`src/rtl/div_12.sv`:
```
// 12-bit float divider (1/5/6, bias 15): 8-step restoring mantissa divide, then normalise/range.
// Latency 9 cycles from accept to valid_o; ready_o low while busy, valid_i ignored then.
module div_12 (
   input  logic        clk_i,
   input  logic        rst_n_i,
   input  logic        valid_i,
   output logic        ready_o,
   input  logic [11:0] data_1_i,
   input  logic [11:0] data_2_i,
   output logic        valid_o,
   output logic [11:0] data_div_o,
   output logic        div_by_zero_o
);

   typedef enum logic [1:0] {IDLE, CALC, NORM} state_t;

   state_t             r_state;
   logic [2:0]         r_cnt;
   logic [7:0]         r_rem;
   logic [6:0]         r_div;
   logic [7:0]         r_q;
   logic signed [6:0]  r_exp;
   logic               r_sign;
   logic               r_a_zero;
   logic               r_b_zero;
   logic               r_valid;
   logic [11:0]        r_data;
   logic               r_dbz;

   logic               w_accept;
   logic               w_ge;
   logic [6:0]         w_sub;
   logic signed [6:0]  w_exp_n;
   logic [5:0]         w_mant;

   assign ready_o       = (r_state == IDLE);
   assign w_accept      = valid_i & ready_o;
   assign valid_o       = r_valid;
   assign data_div_o    = r_data;
   assign div_by_zero_o = r_dbz;

   // Remainder minus divisor is always below the divisor here, so 7 bits suffice.
   assign w_ge    = (r_rem >= {1'b0, r_div});
   assign w_sub   = r_rem[6:0] - r_div;
   assign w_exp_n = r_q[7] ? r_exp : (r_exp - 7'sd1);
   assign w_mant  = r_q[7] ? r_q[6:1] : r_q[5:0];

   always_ff @(posedge clk_i or negedge rst_n_i) begin
      if (!rst_n_i) begin
         r_state  <= IDLE;
         r_cnt    <= 3'd0;
         r_rem    <= 8'd0;
         r_div    <= 7'd0;
         r_q      <= 8'd0;
         r_exp    <= 7'sd0;
         r_sign   <= 1'b0;
         r_a_zero <= 1'b0;
         r_b_zero <= 1'b0;
         r_valid  <= 1'b0;
         r_data   <= 12'h000;
         r_dbz    <= 1'b0;
      end else begin
         r_valid <= 1'b0;
         case (r_state)
            IDLE: begin
               if (w_accept) begin
                  r_state  <= CALC;
                  r_cnt    <= 3'd7;
                  r_rem    <= {2'b01, data_1_i[5:0]};
                  r_div    <= {1'b1, data_2_i[5:0]};
                  r_q      <= 8'd0;
                  r_exp    <= $signed({2'b00, data_1_i[10:6]} - {2'b00, data_2_i[10:6]} + 7'd15);
                  r_sign   <= data_1_i[11] ^ data_2_i[11];
                  r_a_zero <= (data_1_i[10:0] == 11'd0);
                  r_b_zero <= (data_2_i[10:0] == 11'd0);
               end
            end
            CALC: begin
               r_q <= {r_q[6:0], w_ge};
               if (w_ge) r_rem <= {w_sub, 1'b0};
               else      r_rem <= {r_rem[6:0], 1'b0};
               if (r_cnt == 3'd0) r_state <= NORM;
               else               r_cnt   <= r_cnt - 3'd1;
            end
            NORM: begin
               r_state <= IDLE;
               r_valid <= 1'b1;
               r_dbz   <= r_b_zero;
               if (r_b_zero)
                  r_data <= {r_sign, 5'd31, 6'h3F};
               else if (r_a_zero)
                  r_data <= 12'h000;
               else if (w_exp_n >= 7'sd31)
                  r_data <= {r_sign, 5'd31, 6'h3F};
               else if (w_exp_n <= 7'sd0)
                  r_data <= 12'h000;
               else
                  r_data <= {r_sign, w_exp_n[4:0], w_mant};
            end
            default: r_state <= IDLE;
         endcase
      end
   end

endmodule

```
`config.mk`:
```
export PLATFORM = sky130hd
export DESIGN_NAME = div_12
export DESIGN_NICKNAME = d
export VERILOG_FILES = /design/src/rtl/div_12.sv
export SDC_FILE = /design/constraint.sdc
export NUM_CORES = 1
export LEC_CHECK = 0
export BUFFER_PORTS_ARGS = -buffer_cell sky130_fd_sc_hd__buf_2
export CORE_UTILIZATION = 45
export DETAILED_ROUTE_END_ITERATION = 16
export PLACE_DENSITY = 0.67
export SKIP_LAST_GASP = 1
export SYNTH_ARGS = -nofsm -noshare
export SYNTH_HDL_FRONTEND = slang
export SYNTH_SLANG_ARGS = --single-unit
```
`constraint.sdc`:
```
create_clock -name clk_i -period 5.83 [get_ports clk_i]
set_input_delay 1.166 -clock clk_i [delete_from_list [all_inputs] [get_ports clk_i]]
set_output_delay 1.166 -clock clk_i [all_outputs]
set_load 0.01 [all_outputs]
```
==> results.json, run 1 <==
{
  "ys.flop_type": "dfrtp_1",
  "post_cts_buffers": 0,
  "rows": 29,
  "synth.distinct_cells": 45,
  "hold_start": "r_div[6]$_DFFE_PN0P_",
  "ir_drop_uv": 302,
  "drt_iter0_drc": 89,
  "leakage_nw": 1.56,
  "syn_nets": 371,
  "crit_chain": "inv_1 -> ha_1 -> xnor2_1 -> or4_1 -> a211oi_1 -> a311oi_1 -> o21ai_1 -> a221o_1",
  "path_clk_slew_ns": 0.10,
  "drive_gt1_share_pct": 17.0,
  "detail-route-antenna-nets": 0,
  "cts_buffers": 5,
  "reg2reg_depth": 8,
  "start_util_pct": 47.0,
  "overflow": 0,
  "drtPass1Iterations": 5,
  "reg2reg_to": "data_div_o[10]$_DFFE_PN0P_",
  "core_mm2": 0.00639,
  "synthCells": 326,
  "cts.sinks": 52,
  "drc": 0,
  "n_antenna_cell": 0,
  "areaGrowthSynthToFinish_pct": 10.6,
  "critPathKind": "register to register",
  "async_flop_share_pct": 100,
  "cp-end-kind": "register",
  "place.port_buffers": 41,
  "rsz0062_at_grt": "false",
  "holdWs_ns": 0.457,
  "cp_data_required_time_ns": 6.09,
  "drv_slew": 0,
  "clock_path_buffers": 2,
  "maxSlewHeadroom_pct": 21.1,
  "synthesis.area_mm2": 0.00300,
  "routed_wirelength_um": 6240,
  "antenna_found_initial": 0,
  "num_vias": 2450,
  "status": "complete, no violations",
  "avgSynthCellArea_um2": 9.20,
  "cts_tree": "built",
  "die_h_um": 83.7,
  "synth_seq_cells": 52,
  "fmax_ghz": 0.370,
  "grt_max_degree": 53,
  "place_congestion": 0.825,
  "skew_ns": 0.0154,
  "hold_viol": 0,
  "die_w_um": 83.7,
  "min_to": "r_div[6]$_DFFE_PN0P_",
  "worst_slew_pin_slew_ns": 1.18,
  "synth_edf_count": 0,
  "tns_ns": 0,
  "design.portCount": 42,
  "layout_common_cells": "dfrtp_1 (52), nand2_1 (51), buf_2 (41)",
  "routed_via_density": 5.63,
  "final_core_util_pct": 52.0,
  "slowest_stage": "o21ai_1",
  "regToRegStartpoint": "r_exp[0]$_DFFE_PN0P_",
  "htreeDepth": 2,
  "power_density_mw_per_mm2": 505,
  "startpoint_type": "register",
  "worstPathArrival_ns": 2.96,
  "slowest_delay_ns": 0.60,
  "critPathMaxFanout": 11,
  "grt_pass1_wl_um": 10700,
  "post-route-period-util_pct": 46.3,
  "hold_class": "register to register",
  "clk_latency_ns": 0.32,
  "grt_pass1_vias": 2319,
  "max-cap-violations": 0,
  "post_drt_wl_per_cell_um": 14.3,
  "final_common_cell": "dfrtp_1",
  "dieArea_mm2": 0.00700,
  "nets": 402,
  "ctsHoldBuffers": 0,
  "dp_hpwl_um": 4470,
  "whs_path_depth": 2,
  "cts_root_buffer": "clkbuf_8",
  "ctsResizeCount": 0,
  "grt_util_all_layers_pct": 18.8,
  "synth-seq-area-share_pct": 43.4,
  "total_power_w": 0.00168,
  "yosysWarnings": 0,
  "worst-r2r-setup-slack_ns": 3.13,
  "period_minus_slack_ns": 2.70,
  "setup_viol": 0
}
==> synth_stat cells, types with 2 or more instances <==
| library cell | number | area, um2 |
|---|---|---|
| buf_2 | 2 | 10.0 |
| a211oi_1 | 3 | 22.5 |
| nand3_1 | 7 | 35.0 |
| nand2_1 | 51 | 191 |
| o211ai_1 | 2 | 15.0 |
| o21ai_0 | 26 | 130 |
| nand4_1 | 5 | 31.3 |
| mux2_2 | 6 | 67.6 |
| and2_1 | 3 | 18.8 |
| inv_1 | 25 | 93.8 |
| ha_1 | 16 | 200 |
| buf_4 | 2 | 15.0 |
| nor4_1 | 5 | 31.3 |
| o31ai_1 | 2 | 15.0 |
| a21oi_1 | 15 | 75.1 |
| xor2_1 | 3 | 26.3 |
| nor2b_1 | 4 | 25.0 |
| xnor2_1 | 9 | 78.8 |
| fa_1 | 2 | 40.0 |
| a32oi_1 | 6 | 52.6 |
| a31oi_1 | 4 | 25.0 |
| a211o_1 | 2 | 17.5 |
| nor2_1 | 14 | 52.6 |
| o21a_1 | 2 | 15.0 |
| a221o_1 | 11 | 110 |
| nand2b_1 | 8 | 50.1 |
| dfrtp_1 | 52 | 1300 |
| clkbuf_1 | 13 | 48.8 |
| nor3_1 | 8 | 40.0 |
| o21ai_1 | 2 | 10.0 |
| or3_1 | 2 | 12.5 |
==> state kept, by name, indices dropped and copies added, names as in the netlist <==
signal	flops
div_by_zero_o	1
r_sign	1
valid_o	1
r_div	7
r_rem	8
r_cnt	3
r_b_zero	1
data_div_o	12
r_exp	7
r_a_zero	1
r_state	2
r_q	8
==> worst max-delay path by stage <==
stage	slack, ns	start	cells past startpoint	endpoint
floorplan	3.08	data_1_i[6]	9	r_exp[3]$_DFFE_PN0P_
global placement	2.87	data_1_i[6]	10	r_exp[3]$_DFFE_PN0P_
detailed placement	2.83	data_1_i[6]	10	r_exp[3]$_DFFE_PN0P_
CTS	3.15	r_exp[0]$_DFFE_PN0P_	8	data_div_o[7]$_DFFE_PN0P_
global route	2.99	r_exp[0]$_DFFE_PN0P_	8	data_div_o[7]$_DFFE_PN0P_
finish	3.13	r_exp[0]$_DFFE_PN0P_	8	data_div_o[10]$_DFFE_PN0P_
==> worst max-delay path, delay by kind of cell (launching register included) <==
kind	cells	cell delay [ns]
fa+ha+maj	1	0.30
flops	1	0.48
buf+inv	1	0.11
simple gates	1	0.43
compound gates	4	1.16
xor+xnor	1	0.17
==> cell type report <==
| type | instances | area, um2 |
|---|---|---|
| Clock buffer | 5 | 68.8 |
| Timing Repair Buffer | 42 | 213 |
| Sequential cell | 52 | 1300 |
| Clock inverter | 3 | 25.0 |
| Tap cell | 77 | 96.3 |
| Inverter | 25 | 93.8 |
| Multi-Input combinational cell | 231 | 1520 |
| Fill cell | 622 | 3070 |
==> through the flow <==
step / std cells / setup WS [ns] / area, um2
2_1_floorplan: 326 / 3.08 / 3000
3_3_place_gp: 427 / 2.87 / 3220
3_5_place_dp: 427 / 2.83 / 3220
4_1_cts: 435 / 3.15 / 3320
5_1_grt: 435 / 2.99 / 3320
6_report: 435 / 3.13 / 3320
==> cells by family (layout without fill, tap and decap cells) <==
| kind of cell | count (synthesis) | count (layout) | share of synthesized area [%] |
|---|---|---|---|
| multiplexers | 6 | 6 | 2.25 |
| AO/OA/AOI/OAI | 83 | 83 | 18.6 |
| adder cells (fa/ha/maj) | 18 | 18 | 8.01 |
| AND/OR/NAND/NOR | 112 | 112 | 18.3 |
| buffers and inverters | 43 | 75 | 5.96 |
| flip-flops | 52 | 52 | 43.4 |
| XOR/XNOR | 12 | 12 | 3.50 |
==> layer usage <==
metal	share of wire, %	vias up	track usage (%)
li1	-	1218	-
met1	48	1148	25.7
met2	45	75	30.3
met3	5.3	9	3.07
met4	1.6	0	6.47
met5	0	-	0
==> power breakdown <==
group	internal, W	total (W)	leakage (nW)	switching [W]
clock network	0.0000878	0.000220	0.0452	0.000132
registers	0.000500	0.000632	0.650	0.000132
logic	0.000366	0.000823	0.869	0.000457
total	0.000954	0.00168	1.56	0.000721
No activity file was read; power rests on OpenSTA's default activity.
==> inputs of run 2 (changes only) <==
--- a/config.mk
+++ b/config.mk
@@ -5,10 +5,11 @@
 export SDC_FILE = /design/constraint.sdc
 export NUM_CORES = 1
 export LEC_CHECK = 0
+export ABC_AREA = 1
 export BUFFER_PORTS_ARGS = -buffer_cell sky130_fd_sc_hd__buf_2
 export CORE_UTILIZATION = 45
 export DETAILED_ROUTE_END_ITERATION = 16
-export PLACE_DENSITY = 0.67
+export PLACE_DENSITY = 0.69
 export SKIP_LAST_GASP = 1
 export SYNTH_ARGS = -nofsm -noshare
 export SYNTH_HDL_FRONTEND = slang
==> constraint.sdc (replaced) <==
create_clock -name clk_i -period 2.4 [get_ports clk_i]
set_input_delay 0.48 -clock clk_i [delete_from_list [all_inputs] [get_ports clk_i]]
set_output_delay 0.48 -clock clk_i [all_outputs]
set_load 0.01 [all_outputs]
==> run 2 against run 1 <==
Compared with the run above: flip-flop and latch count stayed put; via count is 15% higher; core utilization is 1.6 points higher; combinational power grew to 3.1 times the previous value; clock skew is 0.0075 ns lower; critical path depth stayed put; sequential power is 140% higher; clock power grew to 3.2 times the previous value; hold slack worse by 0.21 ns; non-clock buffer count is 4 higher.
==> results.json, run 2 <==
{
  "synth_top_area_share_pct": 40.1,
  "crit_chain": "ha_1 -> fa_1 -> o21ai_2 -> nand2_2 -> nand3_2 -> nand2_1 -> o21ai_0 -> a21boi_1",
  "cts_root_buffer": "clkbuf_8",
  "n_antenna_cell": 0,
  "worstPathArrival_ns": 2.21,
  "start_util_pct": 47.3,
  "setup_viol": 0,
  "power.share.switching_pct": 44.5,
  "overflow": 0,
  "die_h_um": 87.0,
  "synthesis.area_mm2": 0.00325,
  "ctsHoldBuffers": 0,
  "drtPass1Iterations": 4,
  "critPathMaxFanout": 8,
  "synth_seq_cells": 52,
  "synthSimpleGateAreaFrac_pct": 29.0,
  "slowest_stage": "fa_1",
  "ys.flop_type": "dfrtp_1",
  "synth_edf_count": 0,
  "detail-route-antenna-nets": 0,
  "dp.cells": 565,
  "startpoint_type": "register",
  "fmax_ghz": 0.494,
  "ctsResizeCount": 0,
  "cts_buffers": 5,
  "muxShareOfSynthArea_pct": 0,
  "rsz0062_at_grt": "false",
  "dp_hpwl_um": 5330,
  "num_vias": 2820,
  "yosysWarnings": 0,
  "synth_compound_area_share_pct": 11.6,
  "clockPowerShare_pct": 14.8,
  "core_mm2": 0.00687,
  "power_density_mw_per_mm2": 1280,
  "syn_nets": 479,
  "path_clk_slew_ns": 0.09,
  "synth-adder-area-share_pct": 7.40,
  "worst_slew_pin_slew_ns": 0.772,
  "clk_latency_ns": 0.31,
  "slowest_delay_ns": 0.43,
  "largest_reg_flops": 12,
  "htreeDepth": 2,
  "routed_wirelength_um": 6860,
  "hold_class": "input pin to asynchronous set/reset pin",
  "synthCells": 434,
  "cts_tree": "built",
  "synth_xor_area_share_pct": 1.62,
  "period_minus_slack_ns": 2.02,
  "leakage_nw": 1.95,
  "stdcell_count": 572,
  "drv_slew": 0,
  "grt_util_all_layers_pct": 20.2,
  "synth_top_family_by_area": "simple AND/OR/NAND/NOR gates",
  "critPathKind": "register to register",
  "grt_max_degree": 36,
  "yosysTopAreaCell": "dfrtp_1",
  "place.port_buffers": 41,
  "nets": 521,
  "status": "complete, no violations",
  "drive_gt1_share_pct": 16.2,
  "synth-seq-area-share_pct": 40.1,
  "post-route-period-util_pct": 84.3,
  "cp_data_required_time_ns": 2.59,
  "die_w_um": 87.0,
  "avgSynthCellArea_um2": 7.48,
  "grt_pass1_vias": 2710,
  "design.portCount": 42,
  "worstPathBufferInverterCount": 0,
  "p_sw_w": 0.00210,
  "tns_ns": 0,
  "fin_ws_ns": 0.377,
  "yosys-top-cells-area": "dfrtp_1 (40%), nand2_1 (15%), inv_1 (7.9%)",
  "place_congestion": 0.894,
  "async_flop_share_pct": 100,
  "cts.sinks": 52,
  "final_common_cell": "nand2_1",
  "dp_slack_ns": 0.299,
  "critPathTopFamily": "adder cells",
  "maxSlewHeadroom_pct": 48.6,
  "synth.distinct_cells": 38,
  "cp-end-kind": "register",
  "cell_internal_pwr_w": 0.00262,
  "max-cap-violations": 0,
  "hold_viol": 0,
  "grt_pass1_wl_um": 12100,
  "areaGrowthSynthToFinish_pct": 13.4,
  "total_power_w": 0.00472,
  "dieArea_mm2": 0.00756,
  "drt_iter0_drc": 111,
  "comb_power_share_pct": 53.7,
  "rows": 30,
  "pwr-share-seq_pct": 31.5,
  "ir_drop_uv": 730,
  "yosys-top-cells-count": "nand2_1 (126), inv_1 (68), dfrtp_1 (52)",
  "drc": 0,
  "antenna_found_initial": 0,
  "layout_common_cells": "nand2_1 (126), inv_1 (68), dfrtp_1 (52)",
  "post_drt_wl_per_cell_um": 12.0,
  "clock_path_buffers": 2,
  "post_cts_buffers": 0,
  "placed_area_mm2": 0.00355,
  "synth.most_common_cell": "nand2_1",
  "routed_via_density": 4.93,
  "fin_area_mm2": 0.00368,
  "skew_ns": 0.00795
}
[run 2: cell types whose count changed after synthesis, sizes merged, moves of 11 or more]
cell | before | now
a221o | 11 | 0
inv | 25 | 70
nand2 | 51 | 132
nand3 | 7 | 24
nor2 | 14 | 28
[run 2: metal layers]
metal | up-vias | part of all wire (%) | global-route usage, %
met5 | - | 0 | 0
met4 | 0 | 1.5 | 6.21
met3 | 10 | 4.5 | 3.51
met2 | 72 | 47 | 34.3
met1 | 1269 | 47 | 26.2
li1 | 1469 | - | -
[run 2: final timing paths]
kind | startpoint | slack (ns) | cells after the start | to
setup reg to reg | r_div[0]$_DFFE_PN0P_ | 0.38 | 8 | r_rem[6]$_DFFE_PN0P_
min in group clk_i | data_2_i[2] | 0.40 | 3 | r_div[2]$_DFFE_PN0P_
setup / recovery | r_div[0]$_DFFE_PN0P_ | 0.38 | 8 | r_rem[6]$_DFFE_PN0P_
hold reg to reg | div_by_zero_o$_DFFE_PN0P_ | 0.47 | 2 | div_by_zero_o$_DFFE_PN0P_
hold / removal | rst_n_i | 0.24 | 1 | r_exp[6]$_DFFE_PN0P_
max in group asynchronous | rst_n_i | 1.52 | 2 | r_rem[2]$_DFFE_PN0P_
[run 2: power by group through the flow]
| stage | registers (W) | logic [W] | clock network (W) |
|---|---|---|---|
| final | 0.00149 | 0.00253 | 0.000697 |
| after global routing | 0.00154 | 0.00293 | 0.000750 |
| after CTS | 0.00149 | 0.00256 | 0.000719 |
| after detailed placement | 0.00151 | 0.00254 | 0 |
| after global placement | 0.00149 | 0.00247 | 0 |
| after floorplan | 0.00152 | 0.00205 | 0 |
[run 2: cells by family after synthesis]
| kind of cell | after synthesis |
|---|---|
| AO/OA/AOI/OAI | 68 |
| XOR/XNOR | 6 |
| adder cells (fa/ha/maj) | 18 |
| buffers and inverters | 82 |
| flip-flops | 52 |
| AND/OR/NAND/NOR | 208 |
[run 2: layout make-up]
type                    count  area (um2)
clock buffers               5        68.8
flip-flops and latches     52        1300
fillers                   666        3190
repair buffers             46         243
well taps                  96         120
multi-input cells         300        1610
inverters                  71         277
clock inverters             2        60.1
[run 2: stage by stage]
| step | util (%) | hold slack [ns] |
|---|---|---|
| CTS | 53.6 | 0.259 |
| floorplan | - | 0.184 |
| finish | 53.6 | 0.243 |
| detailed placement | 51.7 | 0.453 |
| global route | 53.6 | 0.295 |
| global placement | 51.7 | 0.442 |
